==> src/rtl/mc_datapath_p.sv <==
// Multicycle ARM-style datapath with a stall-aware single-request memory port.
// Optional B-operand barrel shifter is enabled by defining DP_SHIFTER_EN.
module mc_datapath_p #(
   parameter int DW     = 32,
   parameter int NREG   = 16,
   parameter int PC_INC = 4
) (
   input  logic          clk,
   input  logic          reset,
   input  logic [DW-1:0] ReadData,
   input  logic          mem_ready,
   output logic          mem_valid,
   output logic [DW-1:0] Adr,
   output logic [DW-1:0] WriteData,
   input  logic          PCWrite,
   input  logic          RegWrite,
   input  logic          IRWrite,
   input  logic          FlagWrite,
   input  logic          MemStart,
   input  logic          AdrSrc,
   input  logic [1:0]    RegSrc,
   input  logic [1:0]    ALUSrcA,
   input  logic [1:0]    ALUSrcB,
   input  logic [1:0]    ResultSrc,
   input  logic [1:0]    ImmSrc,
   input  logic [2:0]    ALUControl,
   output logic [DW-1:0] Instr,
   output logic [3:0]    ALUFlags,
   output logic          Stall
);
   localparam int AW = $clog2(NREG);
   localparam logic [AW-1:0] PCR = AW'(NREG - 1);
   localparam logic [AW-1:0] LRR = AW'(NREG - 2);

   logic [DW-1:0] pc_q, ir_q, a_q, b_q, aluout_q, data_q, adr_q;
   logic [DW-1:0] pc_d, ir_d, a_d, b_d, aluout_d, data_d, adr_d;
   logic [3:0]    flags_q, flags_d;
   logic          mv_q, mv_d;
   logic [DW-1:0] rf_q [NREG];

   logic [23:0]        ifld;
   logic signed [23:0] simm;
   logic [AW-1:0]      ra1, ra2, wa;
   logic               we;
   logic [DW-1:0]      rd1, rd2, ext, bop, srca, srcb;
   logic [DW-1:0]      alu_y, result, adr_live;
   logic [DW:0]        sum;
   logic               sh_c, sc, cf, vf;
   logic [3:0]         nzcv;

   // Instruction fields are taken from a 24-bit view so narrow widths still elaborate.
   assign ifld = 24'(ir_q);
   assign simm = ifld;

   assign ra1 = RegSrc[0] ? PCR : AW'(ifld[19:16]);
   assign ra2 = RegSrc[1] ? AW'(ifld[15:12]) : AW'(ifld[3:0]);
   assign rd1 = (ra1 == PCR) ? pc_q : rf_q[ra1];
   assign rd2 = (ra2 == PCR) ? pc_q : rf_q[ra2];

   always_comb begin
      wa = LRR;
      unique case (RegSrc)
         2'b00:   wa = AW'(ifld[15:12]);
         2'b01:   wa = AW'(ifld[3:0]);
         default: wa = LRR;
      endcase
   end

   assign we = RegWrite & ~Stall & (RegSrc != 2'b11) & (wa != PCR);

   always_comb begin
      ext = '0;
      unique case (ImmSrc)
         2'b00:   ext = DW'(ifld[7:0]);
         2'b01:   ext = DW'(ifld[11:0]);
         2'b10:   ext = DW'(simm) << 2;
         default: ext = '0;
      endcase
   end

`ifdef DP_SHIFTER_EN
   localparam int SW = $clog2(DW) + 1;
   logic [SW-1:0]   amt;
   logic [2*DW-1:0] shw;

   always_comb begin
      amt  = SW'(32'(ifld[11:7]) % DW);
      shw  = '0;
      bop  = b_q;
      sh_c = 1'b0;
      unique case (ifld[6:5])
         2'b00: begin
            shw  = {{DW{1'b0}}, b_q} << amt;
            bop  = shw[DW-1:0];
            sh_c = shw[DW];
         end
         2'b01: begin
            shw  = {b_q, {DW{1'b0}}} >> amt;
            bop  = shw[2*DW-1:DW];
            sh_c = shw[DW-1];
         end
         2'b10: begin
            shw  = $signed({b_q, {DW{1'b0}}}) >>> amt;
            bop  = shw[2*DW-1:DW];
            sh_c = shw[DW-1];
         end
         default: begin
            shw  = {b_q, b_q} >> amt;
            bop  = shw[DW-1:0];
            sh_c = bop[DW-1];
         end
      endcase
      if (amt == '0) sh_c = 1'b0;
   end
`else
   assign bop  = b_q;
   assign sh_c = 1'b0;
`endif

   assign sc = sh_c & (ALUSrcB == 2'b00);

   always_comb begin
      srca = '0;
      unique case (ALUSrcA)
         2'b00:   srca = a_q;
         2'b01:   srca = pc_q;
         default: srca = '0;
      endcase
   end

   always_comb begin
      srcb = '0;
      unique case (ALUSrcB)
         2'b00:   srcb = bop;
         2'b01:   srcb = ext;
         2'b10:   srcb = DW'(PC_INC);
         default: srcb = '0;
      endcase
   end

   always_comb begin
      sum   = '0;
      alu_y = '0;
      cf    = 1'b0;
      vf    = 1'b0;
      unique case (ALUControl)
         3'b000: begin
            sum   = {1'b0, srca} + {1'b0, srcb};
            alu_y = sum[DW-1:0];
            cf    = sum[DW];
            vf    = (srca[DW-1] == srcb[DW-1]) & (alu_y[DW-1] != srca[DW-1]);
         end
         3'b001: begin
            sum   = {1'b0, srca} + {1'b0, ~srcb} + (DW+1)'(1);
            alu_y = sum[DW-1:0];
            cf    = sum[DW];
            vf    = (srca[DW-1] != srcb[DW-1]) & (alu_y[DW-1] != srca[DW-1]);
         end
         3'b010: begin alu_y = srca & srcb; cf = sc; end
         3'b011: begin alu_y = srca | srcb; cf = sc; end
         3'b100: begin alu_y = srca ^ srcb; cf = sc; end
         3'b101: begin alu_y = srcb;        cf = sc; end
         default: begin alu_y = srca;       cf = sc; end
      endcase
   end

   assign nzcv = {alu_y[DW-1], alu_y == '0, cf, vf};

   always_comb begin
      result = '0;
      unique case (ResultSrc)
         2'b00:   result = aluout_q;
         2'b01:   result = data_q;
         2'b10:   result = pc_q + DW'(PC_INC);
         default: result = alu_y;
      endcase
   end

   assign adr_live  = AdrSrc ? aluout_q : pc_q;
   assign Adr       = mv_q ? adr_q : adr_live;
   assign Stall     = mv_q & ~mem_ready;
   assign mem_valid = mv_q;
   assign WriteData = b_q;
   assign Instr     = ir_q;
   assign ALUFlags  = flags_q;

   always_comb begin
      pc_d     = pc_q;
      ir_d     = ir_q;
      a_d      = a_q;
      b_d      = b_q;
      aluout_d = aluout_q;
      data_d   = data_q;
      adr_d    = adr_q;
      flags_d  = flags_q;
      mv_d     = mv_q;
      if (!Stall) begin
         if (PCWrite) pc_d = result;
         a_d      = rd1;
         b_d      = rd2;
         aluout_d = alu_y;
         if (FlagWrite) flags_d = nzcv;
      end
      // A new request is only accepted with the port idle; no queueing.
      if (mv_q) begin
         if (mem_ready) begin
            data_d = ReadData;
            if (IRWrite) ir_d = ReadData;
            mv_d = 1'b0;
         end
      end else if (MemStart) begin
         adr_d = adr_live;
         mv_d  = 1'b1;
      end
   end

   always_ff @(posedge clk or posedge reset) begin
      if (reset) begin
         pc_q     <= '0;
         ir_q     <= '0;
         a_q      <= '0;
         b_q      <= '0;
         aluout_q <= '0;
         data_q   <= '0;
         adr_q    <= '0;
         flags_q  <= '0;
         mv_q     <= 1'b0;
      end else begin
         pc_q     <= pc_d;
         ir_q     <= ir_d;
         a_q      <= a_d;
         b_q      <= b_d;
         aluout_q <= aluout_d;
         data_q   <= data_d;
         adr_q    <= adr_d;
         flags_q  <= flags_d;
         mv_q     <= mv_d;
      end
   end

   always_ff @(posedge clk) begin
      if (we) rf_q[wa] <= result;
   end
endmodule

==> config.mk <==
export PLATFORM = sky130hd
export DESIGN_NAME = mc_datapath_p
export DESIGN_NICKNAME = d
export VERILOG_FILES = /design/src/rtl/mc_datapath_p.sv
export SDC_FILE = /design/constraint.sdc
export NUM_CORES = 2
export LEC_CHECK = 0
export CELL_PAD_IN_SITES_DETAIL_PLACEMENT = 1
export CELL_PAD_IN_SITES_GLOBAL_PLACEMENT = 1
export CORE_MARGIN = 2
export CORE_UTILIZATION = 29
export CTS_CLUSTER_DIAMETER = 30
export DETAILED_ROUTE_END_ITERATION = 6
export HOLD_SLACK_MARGIN = 0.02
export PLACE_DENSITY_LB_ADDON = 0.1
export SLEW_MARGIN = 20
export SYNTH_ARGS = -nofsm -noshare
export SYNTH_HDL_FRONTEND = slang
export SYNTH_SLANG_ARGS = --single-unit
==> constraint.sdc <==
create_clock -name clk -period 18.5 [get_ports clk]
set_input_delay 5.55 -clock clk [delete_from_list [all_inputs] [get_ports clk]]
set_output_delay 5.55 -clock clk [all_outputs]
set_load 0.005 [all_outputs]
==> metrics <==
status finished, final reports clean; hold-fix buffer count after cts 0; most frequent cells in the layout edfxtp_1, nand2_1, o21ai_0, a21oi_1, mux2_2; TritonRoute pass-1 iters 5; GRT Util Overall 24.45%; DRC 0; setup TNS 0 ns; IO Port Bufs 155; Power Density 164.1 nW/um2; clk slew on worst S/H paths 0.05 ns; Min-Delay Endpoint a_q[18]; P_leak 19.51 nW; first-pass GRT wire length 258700 um; Overflow after GRT 0; ys flop type edfxtp_1; io pins 156; CP endpoint kind output pin; post-CTS setup buffer count 0; # nets final 4196; initial antenna violation count 12; worst min-delay path startpoint a_q[18]; Post-Syn Area 41450 um2; Root Buffer clkbuf_16; critical path class in2out; vias per cell 5.518; Slew Limit Headroom 24.13%; Final Hold Fails 0; final WL 181400 um; most common cell after layout, fill and taps aside edfxtp_1; Syn Area/Cell 10.61 um2; WHS Path Cells 2; CTS tree yes; drt first-iter violations 2392; fin util 36.64%; ys async rst share 32.03%; Final GP Congestion 0.8763; FF-to-FF End pc_q[25]; Period minus WS final 13.12 ns; Crit path arrival time 7.57 ns; total CTS buffers 192; Die ar. 146000 um2; Final Cycle Share 70.93%; Initial Utilization 29.24%; Post-synth EDFFs 486; min-delay worst type reg2reg; Seq/Total Area, Yosys 49.04%; Sink Count 715; synth unique cells 99; f_max 76.21 MHz; Die Ht 382.1 um; crit start category input pin; final instance count without filler cells 6099; worst reg2reg setup slack 12.39 ns; vias in the first global route 34557; via count 33653; most frequent CP cell clkdlybuf4s50_1; pin count of the biggest net entering global routing 143; Cell Rows 138; Setup Viol. Count Final 0; crit path max fanout 29; Seq cells post-synth 715; number of max-cap violations 0; placed wire-length estimate 114500 um; Slew @ Worst Pin 1.134 ns; crit path launch mem_ready; Req. time, crit path 12.95 ns; Final Max Slew Viols 0; r2r worst-path depth 15; Slowest cell on crit path clkdlybuf4s50_1; FF-to-FF Start pc_q[9]; clk buf depth 3; Ys Warns 0; Worst Skew 0.05642 ns; H-tree levels 4; layout cells sized above 1 19.21%; Clock Latency Late Sink 0.81 ns; crit path cell chain clkdlybuf4s50_1 > nand2b_4 > inv_2 > buf_4 > clkdlybuf4s50_1; Post-Synthesis Cells 3908; DIE WIDTH 382.1 um; synth-to-layout area growth 25.31%; Resized cells post-CTS 0; VDD IR max 0.00009633 V; RSZ-0062 raised after global routing false; drt wl/cell 29.74 um; antenna-violating nets left 0; core area 141800 um2; WHS 0.4753 ns; CP peak stage delay 0.60 ns; placed cell count 5736
-- cells in the mapped netlist, types with 22 or more instances --
library cell / count / area [um2]
a21o_1: 24 / 180.2
a21oi_1: 251 / 1256
a22oi_1: 48 / 360.4
a311oi_1: 37 / 324.1
a31oi_1: 48 / 300.3
a32oi_1: 22 / 192.7
and3_1: 47 / 294.0
buf_1: 44 / 165.2
buf_2: 22 / 110.1
clkbuf_1: 247 / 927.1
dfrtp_1: 229 / 5731
edfxtp_1: 486 / 14590
ha_1: 100 / 1251
inv_1: 102 / 382.9
mux2_2: 235 / 2646
mux2i_1: 228 / 2282
mux4_2: 52 / 1171
nand2_1: 463 / 1738
nand2b_1: 27 / 168.9
nand3_1: 139 / 695.7
nand4_1: 24 / 150.1
nor2_1: 246 / 923.4
nor2b_1: 31 / 193.9
nor3_1: 30 / 150.1
o211ai_1: 33 / 247.7
o21ai_0: 288 / 1441
o221ai_1: 57 / 499.2
o22a_1: 32 / 280.3
xnor2_1: 35 / 306.5
-- area by class of cell --
class	count	area, um2
fill	15263	89820
sequential	715	20330
multi-input combinational	2777	19790
clock buffer	245	5299
tap	1890	2365
timing repair buffer	250	2317
clock inverter	115	1426
inverter	104	397.9
antenna	3	7.507
-- sequential cells by signal, indices dropped and copies added, names as in the netlist --
| name | count |
|---|---|
| WriteData | 32 |
| mem_valid | 1 |
| rf_q | 486 |
| ALUFlags | 4 |
| data_q | 32 |
| Instr | 32 |
| aluout_q | 32 |
| pc_q | 32 |
| a_q | 32 |
| adr_q | 32 |
-- how the worst max path moves through the flow --
stage	end	slack (ns)
after floorplan	Adr[10]	6.21
after global placement	Stall	5.40
after detailed placement	Stall	5.37
after CTS	Stall	5.37
after global routing	Stall	5.28
final	Stall	5.38
-- per-layer routing --
| metal | vias up | share of wire [%] | track usage [%] | wire (um) |
|---|---|---|---|---|
| li1 | 14968 | - | - | - |
| met3 | 271 | 5.0 | 3.867 | 8997 |
| met2 | 954 | 46 | 39.02 | 83690 |
| met5 | - | 0 | 0 | 0 |
| met1 | 17460 | 46 | 33.76 | 83510 |
| met4 | 0 | 2.9 | 8.013 | 5194 |
-- stage by stage --
| stage | setup WS [ns] | total power [W] | area (um2) |
|---|---|---|---|
| floorplan | 6.215 | 0.003851 | 41470 |
| global placement | 5.397 | 0.005094 | 45200 |
| detailed placement | 5.375 | 0.005103 | 45200 |
| CTS | 5.367 | 0.008564 | 51920 |
| global route | 5.281 | 0.008896 | 51930 |
| finish | 5.379 | 0.008522 | 51940 |
-- cells by family after synthesis --
| family | after synthesis | share of synthesized area (%) |
|---|---|---|
| other cells | 1 | 0.009048 |
| fa+ha+maj | 102 | 3.115 |
| simple gates | 1096 | 12.06 |
| flops | 715 | 49.04 |
| mux | 515 | 14.72 |
| buf+inv | 421 | 3.943 |
| compound gates | 1012 | 16.14 |
| xor+xnor | 46 | 0.9720 |
-- report_power, final --
group	switching (W)	internal (W)
sequential	0.000325	0.00206
clock	0.00104	0.00238
combinational	0.00171	0.00101
total	0.00308	0.00545
-- worst max-delay path, delay by kind of cell --
kind | cells | cell delay (ns)
simple gates | 1 | 0.27
buf+inv | 4 | 1.70
Power figures use the tool's default switching activity.
